$ cat src/rtl/hub75_pkg.sv
// hub75_pkg: shared word width and pixel word type for the HUB75 pixel path
package hub75_pkg;
  localparam int WORD_WIDTH = 16;
  typedef logic [WORD_WIDTH-1:0] pixel_word_t;
endpackage

$ cat src/rtl/spi_slave_rx.sv
// spi_slave_rx: mode-0 MSB-first SPI receiver emitting whole words with a one-cycle strobe
module spi_slave_rx #(
  parameter int WORD_WIDTH = hub75_pkg::WORD_WIDTH
) (
  input  logic                  spi_clk,
  input  logic                  reset,
  input  logic                  spi_mosi,
  output logic [WORD_WIDTH-1:0] data,
  output logic                  pixel_clock
);
  localparam int CW = $clog2(WORD_WIDTH);
  logic [WORD_WIDTH-1:0] shift_q, shift_d, data_q;
  logic [CW-1:0] cnt_q, cnt_d;
  logic pixel_q, last;
  always_comb begin
    shift_d = {shift_q[WORD_WIDTH-2:0], spi_mosi};
    last = cnt_q == CW'(WORD_WIDTH - 1);
    cnt_d = last ? '0 : cnt_q + CW'(1);
  end
  always_ff @(posedge spi_clk) begin
    if (reset) begin
      shift_q <= '0;
      cnt_q <= '0;
      data_q <= '0;
      pixel_q <= 1'b0;
    end else begin
      shift_q <= shift_d;
      cnt_q <= cnt_d;
      pixel_q <= last;
      if (last) data_q <= shift_d;
    end
  end
  assign data = data_q;
  assign pixel_clock = pixel_q;
endmodule

$ cat config.mk
export PLATFORM = sky130hd
export DESIGN_NAME = spi_slave_rx
export DESIGN_NICKNAME = d
export VERILOG_FILES = /design/src/rtl/hub75_pkg.sv /design/src/rtl/spi_slave_rx.sv
export SDC_FILE = /design/constraint.sdc
export NUM_CORES = 1
export LEC_CHECK = 0
export ABC_CLOCK_PERIOD_IN_PS = 3200
export BUFFER_PORTS_ARGS = -buffer_cell sky130_fd_sc_hd__buf_2
export CAP_MARGIN = 15
export CORE_ASPECT_RATIO = 0.75
export CORE_UTILIZATION = 56
export CTS_CLUSTER_SIZE = 12
export DETAILED_ROUTE_END_ITERATION = 16
export PLACE_DENSITY = 0.77
export SYNTH_ARGS = -nofsm -noshare
export SYNTH_HDL_FRONTEND = slang
export SYNTH_SLANG_ARGS = --single-unit
export TNS_END_PERCENT = 30
$ cat constraint.sdc
create_clock -name spi_clk -period 3.2 [get_ports spi_clk]
set_input_delay 0.32 -clock spi_clk [delete_from_list [all_inputs] [get_ports spi_clk]]
set_output_delay 0.32 -clock spi_clk [all_outputs]
set_load 0.01 [all_outputs]
==> results.json <==
{
  "power.leakage_nw": 0.524,
  "power_density_nw_per_um2": 549,
  "synthSimpleGateAreaFrac": 0.214,
  "synthMuxAreaShare": 0,
  "finalMaxSlewViolations": 0,
  "ant_nets": 0,
  "synth_compound_area_frac": 0.112,
  "post-dp-hpwl_mm": 1.09,
  "ys.flop_type": "dfxtp_1",
  "postCtsSetupBuffers": 0,
  "cts_tree": "built",
  "worstPathMaxFanout": 18,
  "grt-ovfl-total": 0,
  "final_cell_area_um2": 1310,
  "cts_buffers": 5,
  "cp_data_required_time_ps": 3470,
  "viasPerCell": 4.88,
  "syn_to_final_growth_pct": 10.8,
  "status": "complete, no violations",
  "cts_sinks": 36,
  "fin_setup_tns_ps": 0,
  "nets": 140,
  "yosysWarnings": 0,
  "arrival_ps": 1850,
  "insertedDiodeCount": 0,
  "vias": 776,
  "grt_max_degree": 37,
  "min_period_ps": 1580,
  "initialDrtViolationCount": 3,
  "hp-class": "input port to register",
  "fin_util": 0.706,
  "routedWlPerCell_um": 11.2,
  "ys_top_cells_by_area": "dfxtp_1 61%, nand2_1 9.9%, nor2b_1 7.9%",
  "grt_util_all_layers": 0.179,
  "path_class": "register to register",
  "clkLatencyLatePin_ps": 330,
  "cts_buffer_depth": 2,
  "ys_seq_elements": 36,
  "start_util": 0.637,
  "max_cap_violations": 0,
  "synth_fa_ha_area_frac": 0.0106,
  "grt_pass1_vias": 616,
  "syn_inst": 117,
  "synth_cell_types": 20,
  "setup_viol": 0,
  "h-tree-depth": 2,
  "ctsResizeCount": 0,
  "grt_antenna_before_repair": 0,
  "synth-edff-count": 0,
  "row_count": 13,
  "cts_root_buf": "clkbuf_4",
  "end_kind": "register",
  "yosysTopAreaCellShare": 0.610,
  "die_area_um2": 2300,
  "synth_top_cells_by_count": "36 x dfxtp_1, 31 x nand2_1, 15 x nor2b_1, 8 x a21oi_1, 8 x a21oi_2",
  "tightest_slew_ps": 678,
  "yosysSeqAreaShare": 0.610,
  "cts.clk_slew.worst_paths_ps": 100,
  "portBuffers": 19,
  "yosysMostFrequentCell": "dfxtp_1",
  "slew_headroom": 0.548,
  "fin_skew_ps": 3.23,
  "grt_pass1_wl_mm": 2.75,
  "fillers": 160,
  "io_pins": 20,
  "timing.fmax_mhz": 631,
  "synth_xor_area_frac": 0.00742,
  "wirelength_mm": 1.78,
  "hold_viol_final": 0,
  "ys_async_sr_fraction": 0,
  "gp_congestion": 0.664,
  "drc_errors": 0,
  "drt_pass1_iterations": 4,
  "core_area_um2": 1850,
  "die_h_um": 41.8,
  "die_x_um": 55.0,
  "rsz0062_at_grt": "no",
  "avgSynthCellArea_um2": 10.1,
  "peakVddDrop_mv": 0.374,
  "dpl_cell_area_um2": 1250,
  "syn_nets": 121,
  "synth_top_family_by_area": "simple AND/OR/NAND/NOR gates",
  "yosysTopAreaCell": "dfxtp_1",
  "postCtsHoldBufs": 0,
  "fin_crit_sh": 0.495,
  "syn_area_um2": 1180,
  "start_kind": "register",
  "drive_above_1_share": 0.255
}
-- state kept, by name (all words and copies together), names as in the netlist --
register,flops
data,16
shift_q,15
pixel_clock,1
cnt_q,4
-- path summary, 6_finish.rpt --
kind	startpoint	end	slack (ps)	depth (start not counted)
worst max-delay path	cnt_q[0]	data[12]	1620	4
worst min-delay path	spi_mosi	shift_q[0]	210	2
worst max register to register	cnt_q[0]	data[12]	1620	4
worst min register to register	shift_q[1]	data[2]	450	2
-- routing by layer --
| metal | global-route usage | up-vias | routed length (µm) |
|---|---|---|---|
| met2 | 0.212 | 18 | 737 |
| met1 | 0.254 | 340 | 920 |
| met5 | 0 | - | 0 |
| li1 | - | 413 | - |
| met3 | 0.0769 | 5 | 88 |
| met4 | 0.120 | 0 | 31 |
-- report_power, final --
part,leakage [nW],switching [mW],total (mW),internal (mW)
logic,0.201,0.0103,0.0164,0.00604
registers,0.291,0.00428,0.457,0.453
clock network,0.0326,0.136,0.245,0.108
-- cell usage in the layout, fill, tap and decap left out, drive strengths merged --
| cell type | count |
|---|---|
| buf | 19 |
| a31oi | 1 |
| a311oi | 1 |
| nor3b | 1 |
| xnor2 | 1 |
| dfxtp | 36 |
| a21oi | 16 |
| and3 | 1 |
| nor3 | 1 |
| a21o | 1 |
| nor2b | 15 |
| nand2 | 32 |
| ha | 1 |
| nand3 | 1 |
| clkbuf | 8 |
| nor2 | 2 |
-- kinds of logic (layout without fill, tap and decap cells) --
family | count (synthesis) | count (layout)
xor+xnor | 1 | 1
compound gates | 19 | 19
buf+inv | 7 | 27
simple gates | 53 | 53
flops | 36 | 36
fa+ha+maj | 1 | 1
-- stage by stage --
stage | instances | power [mW] | hold WS, ps | setup WS [ps]
6_report | 159 | 0.718 | 212 | 1620
3_5_place_dp | 151 | 0.484 | 439 | 1640
3_3_place_gp | 151 | 0.483 | 432 | 1670
4_1_cts | 159 | 0.725 | 201 | 1590
2_1_floorplan | 117 | 0.481 | 417 | 1960
5_1_grt | 159 | 0.751 | 199 | 1430
-- critical path, cell delays in order (launching register included) --
cell and delay (ps):
dfxtp_1 380, ha_1 250, and3_1 590, nand2_1 160, a21oi_2 130
-- final cells by class --
| type | count | area, µm² | share of cell area |
|---|---|---|---|
| Timing Repair Buffer | 19 | 95.1 | 0.0727 |
| Sequential cell | 36 | 721 | 0.551 |
| Multi-Input combinational cell | 74 | 407 | 0.311 |
| Clock buffer | 8 | 58.8 | 0.0449 |
| Tap cell | 22 | 27.5 | 0.0210 |
Power figures use the tool's default switching activity.
